### config.mk
export PLATFORM = sky130hd
export DESIGN_NAME = apb_reg_slave_flat
export DESIGN_NICKNAME = d
export VERILOG_FILES = /design/src/rtl/apb_reg_pkg.sv /design/src/rtl/apb_reg_slave_if.sv /design/src/rtl/apb_reg_decode.sv /design/src/rtl/apb_reg_slave.sv /design/src/flat_wrapper.sv
export SDC_FILE = /design/constraint.sdc
export NUM_CORES = 1
export LEC_CHECK = 0
export ABC_AREA = 1
export ABC_CLOCK_PERIOD_IN_PS = 5200
export CORE_UTILIZATION = 53
export CTS_CLUSTER_DIAMETER = 100
export DETAILED_ROUTE_END_ITERATION = 16
export PLACE_DENSITY = 0.83
export SLEW_MARGIN = 20
export SYNTH_ARGS = -nofsm -noshare
export SYNTH_HDL_FRONTEND = slang
export SYNTH_SLANG_ARGS = --single-unit
### constraint.sdc
create_clock -name clk -period 5.2 [get_ports clk]
set_input_delay 1.04 -clock clk [delete_from_list [all_inputs] [get_ports clk]]
set_output_delay 1.04 -clock clk [all_outputs]
set_load 0.03 [all_outputs]
### src/rtl/apb_reg_pkg.sv
// Shared types and constants for the APB register slave and its address decoder.
package apb_reg_pkg;

  typedef enum logic [1:0] {
    StIdle = 2'd0,
    StWait = 2'd1,
    StResp = 2'd2
  } state_e;

  typedef enum logic [1:0] {
    ErrOk       = 2'd0,
    ErrMisalign = 2'd1,
    ErrUnmapped = 2'd2,
    ErrRoWrite  = 2'd3
  } err_e;

  localparam int unsigned REG_BYTES = 4;

  // Register index width; never zero so a single-register bank still has a valid index.
  function automatic int unsigned idx_width(int unsigned n);
    return (n > 1) ? $clog2(n) : 1;
  endfunction

endpackage

### src/rtl/apb_reg_slave_if.sv
// APB3 bus bundle between the CDC bridge destination side and the register slave.
interface apb_reg_slave_if #(
  parameter int unsigned APB_ADDR_WIDTH = 32,
  parameter int unsigned APB_DATA_WIDTH = 32
) ();

  logic [APB_ADDR_WIDTH-1:0] PADDR_i;
  logic [APB_DATA_WIDTH-1:0] PWDATA_i;
  logic                      PWRITE_i;
  logic                      PSEL_i;
  logic                      PENABLE_i;
  logic [APB_DATA_WIDTH-1:0] PRDATA_o;
  logic                      PREADY_o;
  logic                      PSLVERR_o;

  modport master (
    output PADDR_i, PWDATA_i, PWRITE_i, PSEL_i, PENABLE_i,
    input  PRDATA_o, PREADY_o, PSLVERR_o
  );

  modport slave (
    input  PADDR_i, PWDATA_i, PWRITE_i, PSEL_i, PENABLE_i,
    output PRDATA_o, PREADY_o, PSLVERR_o
  );

endinterface

### src/rtl/apb_reg_decode.sv
// Combinational word-register address decode: RW bank, trailing status word, error cause.
module apb_reg_decode
  import apb_reg_pkg::*;
#(
  parameter int unsigned               APB_ADDR_WIDTH = 32,
  parameter int unsigned               NUM_REGS       = 8,
  parameter logic [APB_ADDR_WIDTH-1:0] BASE_ADDR      = '0,
  parameter int unsigned               IDX_WIDTH      = idx_width(NUM_REGS)
) (
  input  logic [APB_ADDR_WIDTH-1:0] paddr_i,
  input  logic                      pwrite_i,
  output logic [IDX_WIDTH-1:0]      idx_o,
  output logic                      hit_rw_o,
  output logic                      hit_status_o,
  output err_e                      err_cause_o
);

  localparam int unsigned      ByteBits = $clog2(REG_BYTES);
  localparam int unsigned      WordW    = APB_ADDR_WIDTH - ByteBits;
  localparam logic [WordW-1:0] NumRegsW = WordW'(NUM_REGS);

  logic [APB_ADDR_WIDTH-1:0] off;
  logic [WordW-1:0]          word;
  logic                      below;

  always_comb begin
    off          = paddr_i - BASE_ADDR;
    word         = off[APB_ADDR_WIDTH-1:ByteBits];
    below        = paddr_i < BASE_ADDR;
    idx_o        = word[IDX_WIDTH-1:0];
    hit_rw_o     = !below && (word < NumRegsW);
    hit_status_o = !below && (word == NumRegsW);
    // Misalignment wins over every other cause.
    if (off[ByteBits-1:0] != '0) begin
      err_cause_o = ErrMisalign;
    end else if (!hit_rw_o && !hit_status_o) begin
      err_cause_o = ErrUnmapped;
    end else if (hit_status_o && pwrite_i) begin
      err_cause_o = ErrRoWrite;
    end else begin
      err_cause_o = ErrOk;
    end
  end

endmodule

### src/rtl/apb_reg_slave.sv
// APB3 register bank: NUM_REGS RW words, one RO status word, programmable wait states.
module apb_reg_slave
  import apb_reg_pkg::*;
#(
  parameter int unsigned               APB_DATA_WIDTH = 32,
  parameter int unsigned               APB_ADDR_WIDTH = 32,
  parameter int unsigned               NUM_REGS       = 8,
  parameter int unsigned               WAIT_CYCLES    = 1,
  parameter logic [APB_ADDR_WIDTH-1:0] BASE_ADDR      = '0
) (
  input  logic                               clk,
  input  logic                               rst,
  apb_reg_slave_if.slave                     apb,
  input  logic [APB_DATA_WIDTH-1:0]          status_i,
  output logic [NUM_REGS*APB_DATA_WIDTH-1:0] reg_q_o,
  output logic [NUM_REGS-1:0]                wr_pulse_o
);

  localparam int unsigned IdxW    = idx_width(NUM_REGS);
  localparam logic [3:0]  CntInit = (WAIT_CYCLES == 0) ? 4'd0 : 4'(WAIT_CYCLES - 1);

  state_e                    state_q, state_d;
  logic [3:0]                cnt_q, cnt_d;
  logic [IdxW-1:0]           idx_q, idx_d;
  logic                      err_q, err_d, wr_ok_q, wr_ok_d, stat_q, stat_d, write_q, write_d;
  logic [APB_DATA_WIDTH-1:0] wdata_q, wdata_d, status_q, status_d, prdata_q, prdata_d;
  logic                      pslverr_q, pslverr_d;
  logic [NUM_REGS-1:0]       wr_pulse_q, wr_pulse_d;
  logic [APB_DATA_WIDTH-1:0] regs_q [NUM_REGS];
  logic [APB_DATA_WIDTH-1:0] regs_d [NUM_REGS];

  logic                      setup;
  logic [IdxW-1:0]           dec_idx, cur_idx;
  logic                      dec_hit_rw, dec_hit_status;
  err_e                      dec_err;
  logic                      cur_err, cur_write, cur_stat;
  logic [APB_DATA_WIDTH-1:0] cur_status;

  assign setup = apb.PSEL_i & ~apb.PENABLE_i;

  apb_reg_decode #(
    .APB_ADDR_WIDTH(APB_ADDR_WIDTH),
    .NUM_REGS      (NUM_REGS),
    .BASE_ADDR     (BASE_ADDR),
    .IDX_WIDTH     (IdxW)
  ) u_decode (
    .paddr_i     (apb.PADDR_i),
    .pwrite_i    (apb.PWRITE_i),
    .idx_o       (dec_idx),
    .hit_rw_o    (dec_hit_rw),
    .hit_status_o(dec_hit_status),
    .err_cause_o (dec_err)
  );

  always_ff @(posedge clk) begin
    if (rst) begin
      state_q    <= StIdle;
      cnt_q      <= '0;
      idx_q      <= '0;
      err_q      <= 1'b0;
      wr_ok_q    <= 1'b0;
      stat_q     <= 1'b0;
      write_q    <= 1'b0;
      wdata_q    <= '0;
      status_q   <= '0;
      prdata_q   <= '0;
      pslverr_q  <= 1'b0;
      wr_pulse_q <= '0;
      regs_q     <= '{default: '0};
    end else begin
      state_q    <= state_d;
      cnt_q      <= cnt_d;
      idx_q      <= idx_d;
      err_q      <= err_d;
      wr_ok_q    <= wr_ok_d;
      stat_q     <= stat_d;
      write_q    <= write_d;
      wdata_q    <= wdata_d;
      status_q   <= status_d;
      prdata_q   <= prdata_d;
      pslverr_q  <= pslverr_d;
      wr_pulse_q <= wr_pulse_d;
      regs_q     <= regs_d;
    end
  end

  always_comb begin
    state_d = state_q;
    cnt_d   = cnt_q;
    unique case (state_q)
      StIdle: begin
        if (setup) begin
          if (WAIT_CYCLES == 0) begin
            state_d = StResp;
          end else begin
            state_d = StWait;
            cnt_d   = CntInit;
          end
        end
      end
      StWait: begin
        if (!apb.PSEL_i) begin
          state_d = StIdle;
        end else if (cnt_q == '0) begin
          state_d = StResp;
        end else begin
          cnt_d = cnt_q - 4'd1;
        end
      end
      StResp:  state_d = StIdle;
      default: state_d = StIdle;
    endcase
  end

  always_comb begin
    idx_d      = idx_q;
    err_d      = err_q;
    wr_ok_d    = wr_ok_q;
    stat_d     = stat_q;
    write_d    = write_q;
    wdata_d    = wdata_q;
    status_d   = status_q;
    prdata_d   = prdata_q;
    pslverr_d  = pslverr_q;
    wr_pulse_d = '0;
    regs_d     = regs_q;

    if (state_q == StIdle && setup) begin
      idx_d    = dec_idx;
      err_d    = dec_err != ErrOk;
      wr_ok_d  = (dec_err == ErrOk) && apb.PWRITE_i && dec_hit_rw;
      stat_d   = dec_hit_status;
      write_d  = apb.PWRITE_i;
      wdata_d  = apb.PWDATA_i;
      status_d = status_i;
    end

    // Zero-wait transfers enter RESP straight from IDLE, before the latches hold anything.
    if (state_q == StIdle) begin
      cur_idx    = dec_idx;
      cur_err    = dec_err != ErrOk;
      cur_write  = apb.PWRITE_i;
      cur_stat   = dec_hit_status;
      cur_status = status_i;
    end else begin
      cur_idx    = idx_q;
      cur_err    = err_q;
      cur_write  = write_q;
      cur_stat   = stat_q;
      cur_status = status_q;
    end

    if (state_d == StResp && state_q != StResp) begin
      pslverr_d = cur_err;
      if (cur_err || cur_write) begin
        prdata_d = '0;
      end else if (cur_stat) begin
        prdata_d = cur_status;
      end else begin
        prdata_d = regs_q[cur_idx];
      end
    end

    if (state_q == StResp && wr_ok_q && apb.PSEL_i && apb.PENABLE_i) begin
      regs_d[idx_q]     = wdata_q;
      wr_pulse_d[idx_q] = 1'b1;
    end
  end

  always_comb begin
    apb.PREADY_o  = state_q == StResp;
    apb.PSLVERR_o = pslverr_q && (state_q == StResp);
    apb.PRDATA_o  = prdata_q;
    wr_pulse_o    = wr_pulse_q;
    for (int k = 0; k < NUM_REGS; k++) begin
      reg_q_o[k*APB_DATA_WIDTH +: APB_DATA_WIDTH] = regs_q[k];
    end
  end

endmodule

### src/flat_wrapper.sv
// flat-port wrapper written by rule: the top's interface ports become plain ports
module apb_reg_slave_flat import apb_reg_pkg::*;
#(
  parameter int unsigned               APB_DATA_WIDTH = 32,
  parameter int unsigned               APB_ADDR_WIDTH = 32,
  parameter int unsigned               NUM_REGS       = 8,
  parameter int unsigned               WAIT_CYCLES    = 1,
  parameter logic [APB_ADDR_WIDTH-1:0] BASE_ADDR      = '0
)
  (clk, rst, status_i, reg_q_o, wr_pulse_o, apb_PADDR_i, apb_PWDATA_i, apb_PWRITE_i, apb_PSEL_i, apb_PENABLE_i, apb_PRDATA_o, apb_PREADY_o, apb_PSLVERR_o);
  apb_reg_slave_if #(.APB_ADDR_WIDTH(APB_ADDR_WIDTH), .APB_DATA_WIDTH(APB_DATA_WIDTH)) apb_i ();
  input  logic clk;
  input  logic rst;
  input  logic [APB_DATA_WIDTH-1:0] status_i;
  output logic [NUM_REGS*APB_DATA_WIDTH-1:0] reg_q_o;
  output logic [NUM_REGS-1:0] wr_pulse_o;
  input wire logic [$bits(apb_i.PADDR_i)-1:0] apb_PADDR_i;
  input wire logic [$bits(apb_i.PWDATA_i)-1:0] apb_PWDATA_i;
  input wire logic [$bits(apb_i.PWRITE_i)-1:0] apb_PWRITE_i;
  input wire logic [$bits(apb_i.PSEL_i)-1:0] apb_PSEL_i;
  input wire logic [$bits(apb_i.PENABLE_i)-1:0] apb_PENABLE_i;
  output wire logic [$bits(apb_i.PRDATA_o)-1:0] apb_PRDATA_o;
  output wire logic [$bits(apb_i.PREADY_o)-1:0] apb_PREADY_o;
  output wire logic [$bits(apb_i.PSLVERR_o)-1:0] apb_PSLVERR_o;
  assign apb_i.PADDR_i = apb_PADDR_i;
  assign apb_i.PWDATA_i = apb_PWDATA_i;
  assign apb_i.PWRITE_i = apb_PWRITE_i;
  assign apb_i.PSEL_i = apb_PSEL_i;
  assign apb_i.PENABLE_i = apb_PENABLE_i;
  assign apb_PRDATA_o = apb_i.PRDATA_o;
  assign apb_PREADY_o = apb_i.PREADY_o;
  assign apb_PSLVERR_o = apb_i.PSLVERR_o;
  apb_reg_slave #(.APB_DATA_WIDTH(APB_DATA_WIDTH), .APB_ADDR_WIDTH(APB_ADDR_WIDTH), .NUM_REGS(NUM_REGS), .WAIT_CYCLES(WAIT_CYCLES), .BASE_ADDR(BASE_ADDR)) u_core (.clk(clk), .rst(rst), .apb(apb_i), .status_i(status_i), .reg_q_o(reg_q_o), .wr_pulse_o(wr_pulse_o));
endmodule
; ---- Word-level counts from Yosys, hierarchy flattened
; Cells that the tools add are included.
[word_totals]
input_bits = 101
register_bits = 374
output_inout_bits = 298
[op_classes]
reduce_logical = 26
bitwise = 5
n_addsub = 1
muxes = 26
eq_ne = 8
n_lt_le_gt_ge = 7
[op_table]
columns = operator, count
row1 = $bwmux 256, 1
row2 = $mux 32, 6
row3 = $bmux 32 s3, 1
row4 = $demux 32 s3, 1
row5 = $lt 32x1->1 const B, 1
row6 = $eq 30x4->1 const B, 1
row7 = $lt 30x4->1 const B, 1
row8 = $logic_and 1x1->1, 14
row9 = $mux 2, 6
row10 = $mux 4, 3
row11 = $ge 4x4->1 const B, 2
row12 = $not 3->4, 2
row13 = $pmux 4 s2, 1
row14 = $ne 2x2->1 const B, 3
row15 = $reduce_bool 2->1, 3
row16 = $eq 2x2->1 const B, 2
row17 = $logic_not 2->1, 2
row18 = $logic_not 4->1, 1
row19 = $lt 3x4->1 const B, 1
row20 = $lt 4x1->1 const B, 1
row21 = $mux 1, 4
row22 = $pmux 2 s2, 1
row23 = $reduce_and 4->1, 1
row24 = $sub 4x1->4 const B, 1
row25 = other kinds (10), 13

; ---- Depth between registers and ports, before layout
[logic_depth]
ltp_word = 11
ltp_mapped = 12

; ---- Modules after synthesis
; From an unflattened synthesis, not the netlist that was laid out.
[unflattened]
hier_cells = 2364
area_unflattened_um2 = 16518.3
[modules_own_cells]
columns = module, seq_area_each_um2, n_inst, cells_per_inst, area_per_inst_um2
row1 = apb_reg_slave, 7487.2, 1, 2288, 16185.5
row2 = apb_reg_decode, 0.0, 1, 76, 332.8

; ---- Worst setup path after synthesis
; OpenSTA, ideal clock, no wires.
[synth_path]
path_kind = input to register
start = input apb_PADDR_i[10]
end = register u_core.prdata_q[31] (netlist: u_core.apb.PRDATA_o[31])
setup_slack_ns = 2.937
required_time_ns = 5.068
path_stages = 10
n_path_buf = 1
t_arrival_ns = 2.130
cell_sequence = nor2_1 and2_0 nand2_1 nor2_1 nand2_1 nand2_1 clkbuf_1 nand3_1 nand3_1 a21oi_1
[synth_via]
elab_chain_cells = 11
elab_cells_between_ends = 19
classes_between = order compare: 2 / eq/ne: 1 / mux: 7 / reduce/logical: 9
[synth_rtl]
columns = element, line
row1 = from (decl), flat_wrapper.sv:17  ; input wire logic [$bits(apb_i.PADDR_i)-1:0] apb_PADDR_i;
row2 = $lt 32x1->1, apb_reg_decode.sv:29  ; below = paddr_i < BASE_ADDR;
row3 = $logic_not 1->1, "apb_reg_decode.sv:31, apb_reg_decode.sv:32"
row4 = "$logic_and 1x1->1, on equally long branches", "apb_reg_decode.sv:32, apb_reg_decode.sv:31"
row5 = $logic_and 1x1->1 / $logic_not 1->1 (equally long branches), "apb_reg_decode.sv:38, apb_reg_decode.sv:36"
row6 = $mux 2 / $logic_and 1x1->1 (equally long branches), "apb_reg_decode.sv:38, apb_reg_decode.sv:36"
row7 = $mux 2, apb_reg_decode.sv:36  ; end else if (!hit_rw_o && !hit_status_o) begin
row8 = $mux 2, apb_reg_decode.sv:34  ; if (off[ByteBits-1:0] != '0) begin
row9 = $reduce_bool 2->1, apb_reg_slave.sv:141  ; cur_err = dec_err != ErrOk;
row10 = $mux 1, apb_reg_slave.sv:139  ; if (state_q == StIdle) begin
row11 = $logic_or 1x1->1, apb_reg_slave.sv:155  ; if (cur_err || cur_write) begin
row12 = $mux 32 (*), apb_reg_slave.sv:155
row13 = to (signal assigned), apb_reg_slave.sv:80  ; prdata_q <= prdata_d;
row14 = to (decl), apb_reg_slave.sv:26  ; logic [APB_DATA_WIDTH-1:0] wdata_q, wdata_d, status_q, status_d, prdata_q, prdata_d;
; Every way passes the cells marked *; elsewhere a longest branch is shown, timed or not.
; A chain may end at the register's enable or synchronous reset.

; ---- Worst setup path after layout
[layout_path]
start = register u_core.idx_q[0]
end = register u_core.prdata_q[12] (netlist: u_core.apb.PRDATA_o[12])
[layout_via]
elab_chain_cells = 7
[layout_rtl]
columns = element, line
row1 = from (decl), apb_reg_slave.sv:24  ; logic [IdxW-1:0] idx_q, idx_d;
row2 = from (signal assigned), apb_reg_slave.sv:73  ; idx_q <= idx_d;
row3 = $mux 3, apb_reg_slave.sv:139
row4 = $not 3->4 (implied by the code), apb_reg_slave.sv:160  ; prdata_d = regs_q[cur_idx];
row5 = $bmux 32 s3, apb_reg_slave.sv:160
row6 = $mux 32 (implied by the code) (2 in series), apb_reg_slave.sv:160
row7 = $mux 32, apb_reg_slave.sv:157  ; end else if (cur_stat) begin
row8 = $mux 32, apb_reg_slave.sv:155
; No other way between the ends. The select of a mux whose other input is x is not followed.

==> run metrics <==
status completed; area share of fa/ha/maj cells after synthesis 0.001582; Post-Synth Simple-Gate Area 0.2602; CTS Hold Bufs 0; Syn Nets around 2200; TritonCTS Buffers 39; Area growth syn-to-layout 33.56%; CTS max path bufs 3; FMAX 280.7 MHz; Final period util 0.6851; top-count cell post-synth dfxtp_1; Warnings, synthesis 0; TritonRoute pass-1 iters 7; non-filler cells, final roughly 2800; die height between 150 and 200 um; Mapped Cells 2062; Hold Vio Cnt, Final 0; chip width ~170 um; Global Route Usage Sum 0.3934; drt total wl a little over 60000 um; XOR/XNOR Fraction of Synth Area 0; synthesized area per cell between 7 and 8 um^2; worst hold path class reg -> reg; PwrDens between 300 and 400 mW/mm^2; compound-cell area share of the yosys netlist 0.1775; ANT cells 0; cts repair resizes 0; first-pass GRT wire length roughly 94000 um; Total Power Consumption ~6500 uW; routed vias/inst approximately 6.2; WL/cell roughly 22 um; Setup Skew 0.01672 ns; max-slew violation count 0; initial antenna violation count 1; hold path depth 2; vias in the first global route around 16000; post-synthesis cell area roughly 0.016 mm^2; Crit. End Element flip-flop; RSZ-0062 raised after global routing false; clk sinks about 370; IO buf count ~400; Overflow after GRT 0; top cells by area, synth dfxtp_1, nand3_1, a211oi_1; Rows 62; share of post-route cells with drive strength above 1 0.05560; DRC 0; maximum vdd ir drop about 230 uV; Skew-Pair Late Insertion Delay ~0.53 ns; initial core utilization 0.5453; Main synth FF type dfxtp_1; Post-synth top cells dfxtp_1, nand3_1, nand2_1; I/O pin count roughly 400; DR iter-0 viols 2669; die area between 0.03 and 0.04 mm^2; crit path launch type flip-flop; final worst path period need 3.563 ns; Critical Path RT approximately 5.7 ns; DP Cell Count 2706; nets@finish between 2000 and 2500; CTS tree built; largest family of logic cells by synthesized area simple AND/OR/NAND/NOR gates; clock root cell clkbuf_16; mux cell area share after synthesis 0.01708; top-area cell type share of the netlist area 0.4733; final setup violation count 0; # Post-CTS Setup Buffers 0; max_slew headroom 0.2421; register area share after synthesis 0.4733; post-synthesis cell type count 37; fraction of registers with async set/reset 0; Worst Path Max Fanout 88; MaxCap Viol Count 0; largest net degree at the start of global routing roughly 120; setup_tns 0 ns; Core Footprint 0.02901 mm^2; Worst-path clk slew around 0.060 ns; Crit Path Category reg -> reg; Yosys top cell by area dfxtp_1; routability cong. around 1; flops & latches, synth roughly 370; Leakage between 0.007 and 0.008 uW; HPWL Detailed between 30000 and 40000 um; Worst EP arrival approximately 4 ns; via count 17163; H-Tree Depth 2; Reg2Reg Depth 8; ANT nets after route 0; number of synthesized flops with an enable pin 0; Least-Margin Pin Slew around 1.1 ns
[power by group]
| part | internal (uW) | leakage, uW | switching (uW) |
|---|---|---|---|
| clock network | 1730 | 0.000664 | 1170 |
| registers | 2900 | 0.00302 | 21.8 |
| logic | 198 | 0.00401 | 449 |
[flip-flops by register name (all words and copies together) (netlist names)]
signal and flops:
u_core.cnt_q 4, u_core.stat_q 1, u_core.wr_ok_q 1, u_core.apb.PRDATA_o 32
u_core.pslverr_q 1, u_core.err_q 1, u_core.wr_pulse_o 8, u_core.status_q 32
u_core.wdata_q 32, u_core.state_q 2, u_core.reg_q_o 256, u_core.write_q 1
u_core.idx_q 3
[cell usage in the layout, fill, tap and decap left out, types with 31 or more instances in the layout]
cell type / count
a211oi_1: 161
a21oi_1: 133
clkbuf_16: 39
clkdlybuf4s50_1: 397
clkinv_1: 31
dfxtp_1: 374
inv_1: 49
nand2_1: 294
nand3_1: 362
nor2_1: 241
o21ai_0: 163
[worst paths after layout]
check,startpoint,to,slack [ns]
worst max-delay path,u_core.idx_q[0],u_core.apb.PRDATA_o[12],1.64
worst max register to register,u_core.idx_q[0],u_core.apb.PRDATA_o[12],1.64
worst min register to register,u_core.status_q[4],u_core.status_q[4],0.47
worst min-delay path,u_core.status_q[4],u_core.status_q[4],0.47
[area by class of cell]
type                    instances  area, um^2
clock buffers                  57        1184
clock inverters                13       160.2
fillers                      2217        7884
inverters                      89       335.3
multi-input cells            1431        7272
flip-flops and latches        374        7487
well taps                     384       480.5
repair buffers                428        4210
[logic make-up (layout without fill, tap and decap cells)]
| group | Yosys count | count (layout) |
|---|---|---|
| compound gates | 474 | 474 |
| fa+ha+maj | 2 | 2 |
| buf+inv | 257 | 587 |
| flops | 374 | 374 |
| mux | 27 | 27 |
| simple gates | 928 | 928 |
[stage by stage]
stage / hold slack [ns] / utilization / area (um^2) / setup WS (ns)
finish: 0.4676 / 0.7283 / 21130 / 1.637
floorplan: 0.4231 / - / 15820 / 2.937
CTS: 0.4654 / 0.7282 / 21130 / 1.757
detailed placement: 0.4492 / 0.6819 / 19780 / 1.586
global route: 0.4915 / 0.7283 / 21130 / 1.504
global placement: 0.4448 / 0.6819 / 19780 / 1.591
[critical path, stage by stage (launching register included)]
cell,delay (ns)
dfxtp_1,0.77
nand2_2,0.69
nand2_4,1.00
nand2_1,0.12
nand3_1,0.11
nand3_1,0.10
nand3_1,0.27
nand3_1,0.14
a21oi_1,0.15
[routing by layer]
layer | up-vias | GRT usage | share of wire
met5 | - | 0 | 0.00084
met4 | 2 | 0.1928 | 0.048
met3 | 220 | 0.09356 | 0.13
met2 | 1365 | 0.5949 | 0.43
met1 | 7869 | 0.5258 | 0.39
li1 | 7707 | - | -
No activity file was read; power rests on OpenSTA's default activity.
==> edit 1, RTL diff (same flow settings) <==
`WAIT_CYCLES` is set to 1 in 2 places; all go to 0.
--- a/src/rtl/apb_reg_slave.sv
+++ b/src/rtl/apb_reg_slave.sv
@@ -5,7 +5,7 @@
   parameter int unsigned               APB_DATA_WIDTH = 32,
   parameter int unsigned               APB_ADDR_WIDTH = 32,
   parameter int unsigned               NUM_REGS       = 8,
-  parameter int unsigned               WAIT_CYCLES    = 1,
+  parameter int unsigned               WAIT_CYCLES    = 0,
   parameter logic [APB_ADDR_WIDTH-1:0] BASE_ADDR      = '0
 ) (
   input  logic                               clk,
--- a/src/flat_wrapper.sv
+++ b/src/flat_wrapper.sv
@@ -4,7 +4,7 @@
   parameter int unsigned               APB_DATA_WIDTH = 32,
   parameter int unsigned               APB_ADDR_WIDTH = 32,
   parameter int unsigned               NUM_REGS       = 8,
-  parameter int unsigned               WAIT_CYCLES    = 1,
+  parameter int unsigned               WAIT_CYCLES    = 0,
   parameter logic [APB_ADDR_WIDTH-1:0] BASE_ADDR      = '0
 )
   (clk, rst, status_i, reg_q_o, wr_pulse_o, apb_PADDR_i, apb_PWDATA_i, apb_PWRITE_i, apb_PSEL_i, apb_PENABLE_i, apb_PRDATA_o, apb_PREADY_o, apb_PSLVERR_o);
Behaviour: not the same (Yosys sat finds a counterexample within 4 cycles, from zero or initial values and one cycle with rst high).
==> edit 1 against the original RTL <==
Via count is 1.6% higher; area after synthesis is 1.9% higher; design area is 0.79% higher; register-to-register slack better by 190 ps; worst setup slack better by 70 ps; sequential share of layout area is 0.28 points lower; sequential cell count stayed put; wire length is 1.7% lower; power is 3.9% lower; critical endpoint is now u_core.apb.PRDATA_o[17].
==> edit 1: results <==
export IMPL_cts_buffers=38
export IMPL_reg2reg_from="u_core.state_q[0]"
export IMPL_grt_pass1_vias=16200
export IMPL_status="finished, final reports clean"
export IMPL_leakagePower_nw=7.77
export IMPL_portBuffers=398
export IMPL_drive_above_1_share_pct=4.94
export IMPL_peakVddDrop_v=0.000232
export IMPL_grt_start_max_net_pins=111
export IMPL_synthTopCellsByArea="dfxtp_1, nand3_1, a21oi_1, nand2_1, a211oi_1"
export IMPL_synthDistinctLibCells=34
export IMPL_grt_util_all_layers_pct=38.0
export IMPL_required_ps=5620
export IMPL_seq_area_frac_synth_pct=46.4
export IMPL_viasPerCell=6.10
export IMPL_dpl_cell_area_um2=20100
export IMPL_antenna_found_initial=0
export IMPL_p_sw_mw=1.56
export IMPL_finClkSkew_ps=12.7
export IMPL_num_antenna_cells=0
export IMPL_slowest_stage="clkdlybuf4s50_1"
export IMPL_gp_congestion=0.952
export IMPL_syn_nets=2265
export IMPL_min_delay_start="u_core.status_q[30]"
export IMPL_reg2reg_depth=12
export IMPL_largest_register_ffs=256
export IMPL_drt_initial_drc_count=2326
export IMPL_worst_pin_slew_ps=1000
export IMPL_ctsHoldBuffers=0
export IMPL_max_stage_delay_ps=520
export IMPL_totalWireLength_mm=61.0
export IMPL_ys_top_cells_by_count="nand3_1, dfxtp_1, nand2_1"
export IMPL_r2r_slack_ps=1830
export IMPL_first_pass_iters=8
export IMPL_worst_path_max_fanout=36
export IMPL_p_clk_share_pct=43.3
export IMPL_fill_cells=2378
export IMPL_grt_pass1_wl_mm=92.4
export IMPL_min_to="u_core.status_q[30]"
-- edit 1: cell count changes after synthesis, sizes merged, moves of 22 or more --
cell / change
a21oi: +105
mux2i: -27
nor2: -34
nand3: +31
a211oi: -22
-- edit 1: critical path: cells and delay by family --
family	cells	cell delay, ps
buf+inv	5	1680
simple gates	4	690
compound gates	2	460
-- edit 1: logic make-up after synthesis --
family	after synthesis	synth area share (%)
AND/OR/NAND/NOR	925	25.4
AO/OA/AOI/OAI	571	20.3
flip-flops	374	46.4
buffers and inverters	291	7.67
XOR/XNOR	1	0.0543
adder cells (fa/ha/maj)	1	0.0776
-- edit 1: worst max-delay path by stage --
stage / start / end / slack [ps]
after global placement: apb_PSEL_i / u_core.apb.PRDATA_o[30] / 1410
after detailed placement: apb_PSEL_i / u_core.apb.PRDATA_o[17] / 1330
after global routing: apb_PSEL_i / u_core.apb.PRDATA_o[20] / 1550
after floorplan: apb_PADDR_i[4] / u_core.apb.PRDATA_o[29] / 2900
final: apb_PSEL_i / u_core.apb.PRDATA_o[17] / 1710
after CTS: apb_PSEL_i / u_core.apb.PRDATA_o[17] / 1830
-- edit 1: layer usage --
layer | vias up | part of all wire [%] | track usage [%]
met1 | 7983 | 37 | 48.3
met5 | - | 0 | 0
met3 | 227 | 12 | 7.92
met2 | 1212 | 46 | 60.2
li1 | 8024 | - | -
met4 | 0 | 5.6 | 20.9
-- edit 1: layout make-up --
type | instances | area (um2) | area share [%]
repair buffers | 427 | 4250 | 19.9
flip-flops and latches | 374 | 7490 | 35.2
clock buffers | 58 | 1110 | 5.20
multi-input cells | 1498 | 7470 | 35.1
inverters | 103 | 389 | 1.83
clock inverters | 9 | 106 | 0.499
well taps | 390 | 488 | 2.29
-- edit 1: power groups by stage --
stage	logic, mW	registers (mW)	clock network [mW]
final	0.606	2.92	2.69
after global routing	0.643	2.92	2.82
after global placement	0.574	2.98	0
after floorplan	0.357	2.98	0
after detailed placement	0.585	2.99	0
after CTS	0.589	2.92	2.69
-- edit 1: per-stage QoR --
step | util (%) | hold slack, ps | total power, mW | std cells | setup WS (ps)
CTS | 71.5 | 456 | 6.20 | 2859 | 1830
floorplan | - | 425 | 3.34 | 2163 | 2900
finish | 71.5 | 457 | 6.22 | 2859 | 1710
global placement | 67.3 | 435 | 3.56 | 2791 | 1410
global route | 71.5 | 472 | 6.39 | 2859 | 1550
detailed placement | 67.4 | 447 | 3.57 | 2792 | 1330
==> edit 2, RTL diff (same settings) <==
Made on the original files. Re-encode `state_e` (3 states) as one-hot, 3 bits wide.
--- a/src/rtl/apb_reg_pkg.sv
+++ b/src/rtl/apb_reg_pkg.sv
@@ -1,10 +1,10 @@
 // Shared types and constants for the APB register slave and its address decoder.
 package apb_reg_pkg;
 
-  typedef enum logic [1:0] {
-    StIdle = 2'd0,
-    StWait = 2'd1,
-    StResp = 2'd2
+  typedef enum logic [2:0] {
+    StIdle = 3'b001,
+    StWait = 3'b010,
+    StResp = 3'b100
   } state_e;
 
   typedef enum logic [1:0] {
Formal check against the unedited RTL: no difference found for any inputs over 4 cycles, from zero or initial values and one cycle with rst high; so few cycles prove little.
==> edit 2 against the original RTL <==
Worst setup slack improved by 6.9 ps; power shrank 2.4%; design area is 0.37% lower; critical path type unchanged; area after synthesis up 0.81%; wire length down 4.1%; synthesized cell count increased by 3.3%; first-iteration DRC count decreased by 15%; sequential cell count rose by 1; clock skew fell by 1.5 ps; critical path depth is 3 higher; largest cell class unchanged.
==> edit 2: results <==
export IMPL_dp_slack_ps=1460
export IMPL_ctsResizeCount=0
export IMPL_drive_above_1_share_pct=4.92
export IMPL_grt_pass1_wl_mm=89.6
export IMPL_synthCells=2130
export IMPL_largest_register_ffs=256
export IMPL_status="finished, final reports clean"
export IMPL_min_period_ps=3560
export IMPL_worst_pin_slew_ps=1040
export IMPL_antenna_found_initial=2
export IMPL_dp_hpwl_mm=38.6
export IMPL_grt_pass1_vias=15700
export IMPL_cts_buffers=39
export IMPL_portBuffers=398
export IMPL_ys_top_cells_by_count="nand2_1, dfxtp_1, o21ai_0"
export IMPL_finClkSkew_ps=15.3
export IMPL_finalMaxSlewViolations=0
export IMPL_cp_top_family="simple AND/OR/NAND/NOR gates"
export IMPL_async_flop_share_pct=0
export IMPL_cts_root_buf="clkbuf_16"
export IMPL_drt_initial_drc_count=2279
export IMPL_dp_cells=2779
export IMPL_hp_class="reg -> reg"
export IMPL_syn_nets=2233
export IMPL_r2r_slack_ps=1640
export IMPL_hold_ws_ps=459
export IMPL_fin_cells=2851
export IMPL_worst_path_max_fanout=52
export IMPL_leakagePower_nw=7.52
export IMPL_seq_area_frac_synth_pct=47.1
export IMPL_first_pass_iters=8
export IMPL_nets=2533
export IMPL_slowest_stage="nand3_2"
export IMPL_peakVddDrop_v=0.000221
export IMPL_insertion_delay_ps=530
export IMPL_grt_util_all_layers_pct=37.4
export IMPL_synthTopCellsByArea="dfxtp_1, nand2_1, o21ai_0, nand3_1, a21oi_1"
export IMPL_synthDistinctLibCells=40
export IMPL_post_cts_setup_buffers=0
export IMPL_cp_arrival_ps=4000
export IMPL_yosysWarnings=0
export IMPL_max_stage_delay_ps=670
export IMPL_cts_max_level=2
export IMPL_gp_congestion=0.916
export IMPL_cts_buffer_depth=3
export IMPL_grt_start_max_net_pins=95
export IMPL_dpl_cell_area_um2=19800
export IMPL_totalWireLength_mm=59.5
export IMPL_viasPerCell=5.93
export IMPL_clkTransAtPathRegs_ps=60
==> edit 2: path summary, 6_finish.rpt <==
path,depth (start not counted),endpoint,start
max,11,u_core.apb.PRDATA_o[8],u_core.state_q[2]
min,2,u_core.reg_q_o[225],u_core.reg_q_o[225]
max reg2reg,11,u_core.apb.PRDATA_o[8],u_core.state_q[2]
min reg2reg,2,u_core.reg_q_o[225],u_core.reg_q_o[225]
==> edit 2: tightest hold or removal path, cell delays in order (launching register included) <==
cell and delay, ps:
dfxtp_1 320, inv_1 50, a21oi_1 50
==> edit 2: kinds of logic (layout without fill, tap and decap cells) <==
group | Yosys count | in the layout | share of synthesized area [%]
other cells | 0 | 2 | 0
simple gates | 834 | 834 | 22.6
fa+ha+maj | 2 | 2 | 0.157
compound gates | 588 | 588 | 20.3
mux | 8 | 8 | 0.502
flops | 375 | 375 | 47.1
buf+inv | 323 | 652 | 9.37
==> edit 2: power by group <==
part           internal (mW)  switching [mW]  leakage [nW]  total [mW]
registers               2.90          0.0196          3.03        2.92
logic                  0.204           0.445          3.86       0.649
clock network           1.58            1.16         0.631        2.75
==> edit 2: cell type report <==
type                    instances  area (um2)
diodes                          2        5.00
clock buffers                  52        1090
clock inverters                18         151
fillers                      2404        8590
inverters                     160         606
multi-input cells            1432        6990
flip-flops and latches        375        7510
well taps                     390         488
repair buffers                422        4210
==> edit 2: routing by layer <==
layer  up-vias  share of wire (%)  global-route usage (%)
li1       7728                  -                       -
met1      7756                 38                    49.6
met2      1223                 43                    56.6
met3       213                 13                    9.52
met4         0                5.3                    18.1
met5         -                  0                       0
